File: config.mk
export PLATFORM = sky130hd
export DESIGN_NAME = dest_reg_ring
export DESIGN_NICKNAME = d
export VERILOG_FILES = /design/src/rtl/dest_reg_pkg.sv /design/src/rtl/dest_reg_next.sv /design/src/rtl/dest_reg_ring.sv
export SDC_FILE = /design/constraint.sdc
export NUM_CORES = 1
export LEC_CHECK = 0
export ABC_AREA = 1
export BUFFER_PORTS_ARGS = -buffer_cell sky130_fd_sc_hd__buf_2
export CAP_MARGIN = 20
export CORE_AREA = 2 2 39 41
export CTS_CLUSTER_SIZE = 8
export DETAILED_ROUTE_END_ITERATION = 12
export DIE_AREA = 0 0 41 43
export GPL_ROUTABILITY_DRIVEN = 0
export HOLD_SLACK_MARGIN = 0.03
export PLACE_DENSITY_LB_ADDON = 0.25
export SYNTH_ARGS = -nofsm -noshare
export SYNTH_HDL_FRONTEND = slang
export SYNTH_HIERARCHICAL = 1
export SYNTH_SLANG_ARGS = --single-unit
File: constraint.sdc
create_clock -name CLK -period 1.3 [get_ports CLK]
set_input_delay 0.065 -clock CLK [delete_from_list [all_inputs] [get_ports CLK]]
set_output_delay 0.065 -clock CLK [all_outputs]
set_load 0.1 [all_outputs]
File: src/rtl/dest_reg_pkg.sv
// Shared constants and helpers for the dest_reg_ring destination-register selector.
package dest_reg_pkg;

  localparam int   MAX_NREGS = 16;
  localparam logic DIR_FWD   = 1'b0;
  localparam logic DIR_REV   = 1'b1;

  // Index width for n registers; a 2-register ring still needs one bit.
  function automatic int idx_width(input int n);
    return (n <= 2) ? 1 : $clog2(n);
  endfunction

endpackage

File: src/rtl/dest_reg_next.sv
// Combinational next-index and wrap-flag for one advance of the ring.
// With DEST_REG_SKIP_EN defined, the advance searches past masked indices.
module dest_reg_next
  import dest_reg_pkg::*;
#(
  parameter  int NREGS = 3,
  localparam int IDX_W = idx_width(NREGS)
) (
  input  logic [IDX_W-1:0] i_idx,
  input  logic             i_dir,
`ifdef DEST_REG_SKIP_EN
  input  logic [NREGS-1:0] i_skip,
`endif
  output logic [IDX_W-1:0] o_idx,
  output logic             o_wrap
);

`ifdef DEST_REG_SKIP_EN
  always_comb begin
    int               cand;
    logic             crossed;
    logic             found;
    logic [NREGS-1:0] w_shift;
    // NOTE: every variable gets a default before any branch, otherwise
    // synthesis infers a latch to hold it on the untaken paths.
    o_idx   = i_idx;
    o_wrap  = 1'b0;
    cand    = 0;
    crossed = 1'b0;
    found   = 1'b0;
    w_shift = '0;
    // The current index is never a candidate, so its own SKIP bit is ignored.
    for (int k = 1; k < NREGS; k++) begin
      cand    = (i_dir == DIR_FWD) ? int'(i_idx) + k : int'(i_idx) - k;
      crossed = (cand >= NREGS) || (cand < 0);
      if (cand >= NREGS) begin
        cand = cand - NREGS;
      end else if (cand < 0) begin
        cand = cand + NREGS;
      end
      w_shift = i_skip >> cand;
      if (!found && !w_shift[0]) begin
        found  = 1'b1;
        o_idx  = IDX_W'(cand);
        o_wrap = crossed;
      end
    end
  end
`else
  always_comb begin
    o_idx  = i_idx;
    o_wrap = 1'b0;
    unique case (i_dir)
      DIR_FWD: begin
        if (i_idx == IDX_W'(NREGS - 1)) begin
          o_idx  = '0;
          o_wrap = 1'b1;
        end else begin
          o_idx = i_idx + 1'b1;
        end
      end
      DIR_REV: begin
        if (i_idx == '0) begin
          o_idx  = IDX_W'(NREGS - 1);
          o_wrap = 1'b1;
        end else begin
          o_idx = i_idx - 1'b1;
        end
      end
      default: ;
    endcase
  end
`endif

endmodule

File: src/rtl/dest_reg_ring.sv
// One-hot destination-register pointer: advance, reverse, direct load.
// Optional DEST_REG_SKIP_EN adds a SKIP mask honoured by advances.
module dest_reg_ring
  import dest_reg_pkg::*;
#(
  parameter  int NREGS = 3,
  parameter  int START = NREGS - 1,
  localparam int IDX_W = idx_width(NREGS)
) (
  input  logic             CLK,
  input  logic             RST,
  input  logic             LDD,
  input  logic             DIR,
  input  logic             SET,
  input  logic [IDX_W-1:0] SET_IDX,
`ifdef DEST_REG_SKIP_EN
  input  logic [NREGS-1:0] SKIP,
`endif
  output logic [NREGS-1:0] SEL,
  output logic [IDX_W-1:0] IDX,
  output logic             WRAP,
  output logic             BAD_IDX
);

  if (NREGS < 2 || NREGS > MAX_NREGS || START < 0 || START >= NREGS) begin : g_bad_param
    $error("dest_reg_ring: NREGS or START out of range");
  end

  localparam logic [NREGS-1:0] SEL_RST = NREGS'(1) << START;

  logic [IDX_W-1:0] r_idx;
  logic [NREGS-1:0] r_sel;
  logic             r_wrap;
  logic             r_bad;

  logic [IDX_W-1:0] w_step_idx;
  logic             w_step_wrap;
  logic [IDX_W-1:0] w_idx_d;
  logic [NREGS-1:0] w_sel_d;
  logic             w_wrap_d;
  logic             w_bad_d;
  logic             w_set_ok;

  dest_reg_next #(
    .NREGS (NREGS)
  ) u_next (
    .i_idx  (r_idx),
    .i_dir  (DIR),
`ifdef DEST_REG_SKIP_EN
    .i_skip (SKIP),
`endif
    .o_idx  (w_step_idx),
    .o_wrap (w_step_wrap)
  );

  assign w_set_ok = int'(SET_IDX) < NREGS;

  // SET beats LDD; a rejected SET still swallows the advance.
  always_comb begin
    w_idx_d  = r_idx;
    w_wrap_d = 1'b0;
    w_bad_d  = 1'b0;
    if (SET) begin
      if (w_set_ok) begin
        w_idx_d = SET_IDX;
      end else begin
        w_bad_d = 1'b1;
      end
    end else if (LDD) begin
      w_idx_d  = w_step_idx;
      w_wrap_d = w_step_wrap;
    end
  end

  // SEL is decoded from the next index so it is registered alongside IDX.
  always_comb begin
    w_sel_d = '0;
    for (int i = 0; i < NREGS; i++) begin
      w_sel_d[i] = (w_idx_d == IDX_W'(i));
    end
  end

  always_ff @(posedge CLK) begin
    // NOTE: non-blocking assignments so every register samples pre-edge values.
    if (RST) begin
      r_idx  <= IDX_W'(START);
      r_sel  <= SEL_RST;
      r_wrap <= 1'b0;
      r_bad  <= 1'b0;
    end else begin
      r_idx  <= w_idx_d;
      r_sel  <= w_sel_d;
      r_wrap <= w_wrap_d;
      r_bad  <= w_bad_d;
    end
  end

  assign SEL     = r_sel;
  assign IDX     = r_idx;
  assign WRAP    = r_wrap;
  assign BAD_IDX = r_bad;

endmodule

### Word level (Yosys, flattened, before mapping)

Cells that the tools add are included.

* add/subtract/negate cells: 2
* multiply operators: 0
* div/mod/pow operators: 0
* $lt $le $gt $ge: 1
* eq/ne operators: 3
* shift operators: 0
* mux-type cells: 10
* bitwise logic cells: 3
* reduce and logical (&&, ||, !) cells: 4

Operator list (count)
* 2-to-1 mux 2 bit: 5
* == test 2 bit, second input constant: 2
* zero test 2 bit: 2
* case mux 2 bit (2 select lines): 1
* 2-to-1 mux 1 bit: 3
* NOT 1 bit: 3
* OR reduction 3 bit: 1
* adder 2 x 1 -> 2 bit, second input constant: 1
* == test 2 x 1 -> 1 bit, second input constant: 1
* < comparator 2 bit, second input constant: 1
* case mux 1 bit (2 select lines): 1
* OR reduction 2 bit: 1
* subtractor 2 x 1 -> 2 bit, second input constant: 1

* bits in registers: 7
* latch bits: 0
* memory bits (writable): 0
* memory bits (read-only): 0
* input bits: 7
* output and inout port bits: 7
* memories: 0

### Longest topological paths before layout

* word-level depth: 6
* gate-level depth with buffers: 11
* depth with buffers taken out: 11

### Hierarchy

The synthesis kept the hierarchy.

By module, submodules not included
* dest_reg_ring: times used 1, cells each 41, area an instance 294.0 um^2, sequential area each 140.1 um^2
* dest_reg_next: times used 1, cells each 16, area an instance 86.3 um^2, sequential area each 0.0 um^2

### Worst setup path after synthesis

Ideal clock, no wire load.

* kind: register to register
* start point: register r_idx[0], in the netlist IDX[0]
* end point: register r_sel[2], in the netlist SEL[2]
* setup time: 113 ps
* arrival time: 1873 ps
* data required time: 1187 ps
* path slack: -685 ps
* stages on the path, launching flop included: 12
* path buffers: 0
* cells stage by stage: dfxtp_1 inv_1 ha_1 inv_1 nand2_1 nand2_1 inv_1 nand2_1 nand3_2 nand2_1 nand2_1 nand2_1

* cells in the longest elaborated chain, start to end: 6

Ends and longest elaborated chain
* from (decl): line dest_reg_ring.sv:31 `logic [IDX_W-1:0] r_idx;`
* from (signal assigned): line dest_reg_ring.sv:86 `r_idx <= IDX_W'(START);`
* from (signal assigned): line dest_reg_ring.sv:91 `r_idx <= w_idx_d;`
* subtractor 2 x 1 -> 2 bit, or another cell as far along: line dest_reg_next.sv:67 `o_idx = i_idx - 1'b1;`
* 2-to-1 mux 2 bit (on tied branches): line dest_reg_next.sv:63, dest_reg_next.sv:55
* case mux 2 bit (2 select lines) (*): line dest_reg_next.sv:53 `unique case (i_dir)`
* net w_step_idx[1]: line dest_reg_ring.sv:36 `logic [IDX_W-1:0] w_step_idx;`
* 2-to-1 mux 2 bit (*): line dest_reg_ring.sv:69 `end else if (LDD) begin`
* 2-to-1 mux 2 bit (*): line dest_reg_ring.sv:63 `if (SET) begin`
* == test 2 bit (*): line dest_reg_ring.sv:79 `w_sel_d[i] = (w_idx_d == IDX_W'(i));`
* to (signal assigned): line dest_reg_ring.sv:92 `r_sel <= w_sel_d;`
* to (decl): line dest_reg_ring.sv:32 `logic [NREGS-1:0] r_sel;`

Mark *: on every way through the listed nets, which the timed path passes. The rest lies on a longest branch.
A chain may end at the register's enable or synchronous reset.

### Worst setup path after layout

* start point: register r_idx[0], in the netlist IDX[0]
* end point: output IDX[0]

RTL lines
* to (decl): line dest_reg_ring.sv:20 `output logic [IDX_W-1:0] IDX,`

No word-level cell between the ends.

==> results by group <==
GRT
  • Overall global routing resource usage: 0.1024
  • Remaining global-route overflow: 0
  • Initial antenna violation count: 0
  • Via count of the first global-routing pass: 340
  • Wire length of the first global-routing pass: 1200 um
  • Pin count of the biggest net entering global routing: 6

Floorplan
  • Width of the chip: 41 um
  • Effective utilization at floorplan: 0.2749
  • Total number of placement rows: 14
  • Core box area: 1384 um2
  • Die Y-Extent: 43 um
  • Die Footprint: 1763 um2
  • Number of ports placed on the die boundary: 14

Setup path
  • Crit. End Element: output port
  • Length in cells of the worst reg-to-reg path: 11
  • Signal arrival time at the worst endpoint: 1.14 ns
  • CP Data Required Time: 1.24 ns
  • Cell Chain, Critical Path: buf_4, buf_2
  • Largest driver fanout on the critical path: 4
  • Critical Path Max Stage Delay: 0.42 ns
  • Classification of the worst setup path: flop to output port
  • Register-to-register setup slack: 0.12 ns
  • End of the worst register-to-register path: SEL[2]
  • Critical path origin: IDX[0]
  • Slowest library cell on the worst path: sky130_fd_sc_hd__buf_2
  • Reg-to-reg critical path startpoint: IDX[0]
  • Startpoint type of the worst setup path: flop

STA
  • Time the final worst path needs with I/O delays and setup: 1.208 ns
  • Final-report max-slew violation count: 0
  • Fin crit share: 0.9293
  • Slew margin rel.: 0.6775
  • Largest clock skew in the final design: 0.0001624 ns
  • Setup repair after global routing missed its margin: yes
  • Setup TNS: 0 ns
  • Fmax: 0.8278 GHz
  • Hold Violations, Final: 0
  • Slew @ Worst Pin: 0.4872 ns
  • Worst setup slack after layout: 0.09195 ns
  • Number of setup violations in the final report: 0

Route
  • Iteration-0 DRC count of the detailed router: 7
  • First-pass DRT Iterations: 2
  • Final ANT Viol Nets: 0
  • Number of vias after detailed routing: 382
  • Remaining routing DRC violations: 0
  • Drt total wl: 716 um
  • Vias per std cell: 4.152
  • Avg WL per Cell: 7.783 um

Pwr
  • PwrDens: 1242 nW/um2
  • Highest ir drop seen on vdd: 0.0002692 V
  • Overall Power: 660.4 uW
  • Static leakage power: 0.0003081 uW

Layout
  • Register area: 147.6 um2
  • Fraction of final layout cells sized beyond drive strength 1: 0.3816
  • Area of the multi-input gates: 215.2 um2
  • Fill cell count: 162
  • Inserted Diodes: 0
  • Net count reported at finish: 87
  • Core utilization of the finished layout: 0.3843
  • Non-filler instance count after layout: 92
  • Layout-stage area growth over the synthesis result: 39.80%

Synthesis
  • Most common cell in the synthesized netlist: sky130_fd_sc_hd__nand2_1
  • Biggest area consumer among synthesized cells: sky130_fd_sc_hd__dfxtp_1
  • Nets in the synthesized netlist: 67
  • Number of enable-type register cells in the synthesized netlist: 0
  • Post-synthesis sequential element count: 7
  • Proportion of synthesized chip area in sequential cells: 0.3684
  • Ys Warns: 6
  • Number of distinct library cell variants in the gate-level netlist after synthesis: 12
  • Prevailing post-synth register cell: sky130_fd_sc_hd__dfxtp_1
  • Synth Area per Inst: 6.673 um2
  • Synthesized instance count: 57
  • Area fraction of the dominant cell type after synthesis: 0.3684
  • Cell area after synthesis: 380.4 um2
  • Leading cell types by total area after synthesis: sky130_fd_sc_hd__dfxtp_1 37%, sky130_fd_sc_hd__nand2_1 23%, sky130_fd_sc_hd__ha_1 9.9%, sky130_fd_sc_hd__inv_1 7.9%, sky130_fd_sc_hd__nand3_2 5.3%
  • Commonest cells in the synthesized netlist: 23 x sky130_fd_sc_hd__nand2_1, 8 x sky130_fd_sc_hd__inv_1, 7 x sky130_fd_sc_hd__dfxtp_1
  • Ys async rst share: 0

Clocking
  • Post-CTS Setup Bufs: 0
  • # H-tree levels: 1
  • TritonCTS clock tree: done
  • Total clock sinks: 7
  • CTS max path bufs: 2
  • Worst skew pair latency: 0.24 ns
  • Root buffer cell: sky130_fd_sc_hd__clkbuf_4
  • Clock input transition at the sequential cells of the worst setup and hold paths: 0.05 ns
  • Number of buffers created by CTS: 3

Placement
  • Pre-CTS setup slack: 0.1162 ns
  • Count of input and output buffers: 13
  • Estimated wirelength of the detail-placed design: 594.4 um
  • DP Cell Count: 87

Min path
  • Hold worst-path end: WRAP
  • Startpoint of the worst hold path: SET
  • Depth of the worst hold-timing path: 2
  • Path category of the worst min-delay check: input pin to flop

Outcome
  • Run status: finished clean

Flow run
  • Maximum capacitance violations: 0
## cell families (layout without fill, tap and decap cells)
| logic type | count (synthesis) | count (layout) | synth area share |
|---|---|---|---|
| flops | 7 | 7 | 0.3684 |
| compound gates | 1 | 1 | 0.01974 |
| buf+inv | 10 | 29 | 0.09869 |
| simple gates | 36 | 36 | 0.4145 |
| fa+ha+maj | 3 | 3 | 0.09869 |
## per-layer routing
metal,track usage,vias to the layer above,part of all wire
met3,0.03141,2,0.088
li1,-,209,-
met4,0.06000,0,0.0084
met5,0,-,0
met1,0.1222,158,0.43
met2,0.1531,13,0.47
## layout make-up
type	instances	area share
clock buffer	4	0.04941
inverter	10	0.07529
multi-input combinational	40	0.4047
sequential	7	0.2776
tap	16	0.03765
timing repair buffer	15	0.1553
## state kept, by name, summed over array words and instances, names as in the netlist
signal and cells:
IDX 2, WRAP 1, SEL 3, BAD_IDX 1
## cell usage in the layout (no fill, tap or decap), types with 2 or more instances in the layout
cell and n:
sky130_fd_sc_hd__buf_2 13, sky130_fd_sc_hd__clkbuf_4 3, sky130_fd_sc_hd__dfxtp_1 5, sky130_fd_sc_hd__dfxtp_4 2, sky130_fd_sc_hd__ha_1 2, sky130_fd_sc_hd__inv_1 5
sky130_fd_sc_hd__inv_2 4, sky130_fd_sc_hd__nand2_1 23, sky130_fd_sc_hd__nand3_1 2, sky130_fd_sc_hd__nand3_2 2, sky130_fd_sc_hd__nor2_1 5, sky130_fd_sc_hd__nor3_1 2
## repair_timing
action | 4_1_cts | 5_1_grt
setup endpoints to repair | 0 | 1
endpoints found under the hold margin | 3 | 0
gates resized for setup | 0 | 2
hold buffers | 1 | 0
## through the flow
stage / instance area, um2 / hold WS, ns
floorplan: 400.4 / 0.1277
global placement: 493.0 / 0.2719
detailed placement: 493.0 / 0.2725
CTS: 529.3 / 0.03985
global route: 531.8 / 0.05404
finish: 531.8 / 0.05595
## power breakdown
group / switching [uW] / leakage [uW] / internal, uW
Sequential: 8.61 / 0.0000586 / 230
Combinational: 173 / 0.000234 / 55.8
Clock: 76.3 / 0.0000150 / 117
Total: 258 / 0.000308 / 402
## worst max-delay path by stage
stage	cells past startpoint	end	slack, ns
5_1_grt	11	SEL[2]	-0.001
3_5_place_dp	11	SEL[2]	0.12
3_3_place_gp	11	SEL[2]	0.11
4_1_cts	2	IDX[0]	0.08
2_1_floorplan	11	SEL[2]	-0.09
6_report	2	IDX[0]	0.09
## worst max-delay path: cells and delay by family, from the launching register on
kind	cells	cell delay, ns
flops	1	0.36
buf+inv	2	0.54
Power figures use the tool's default switching activity.
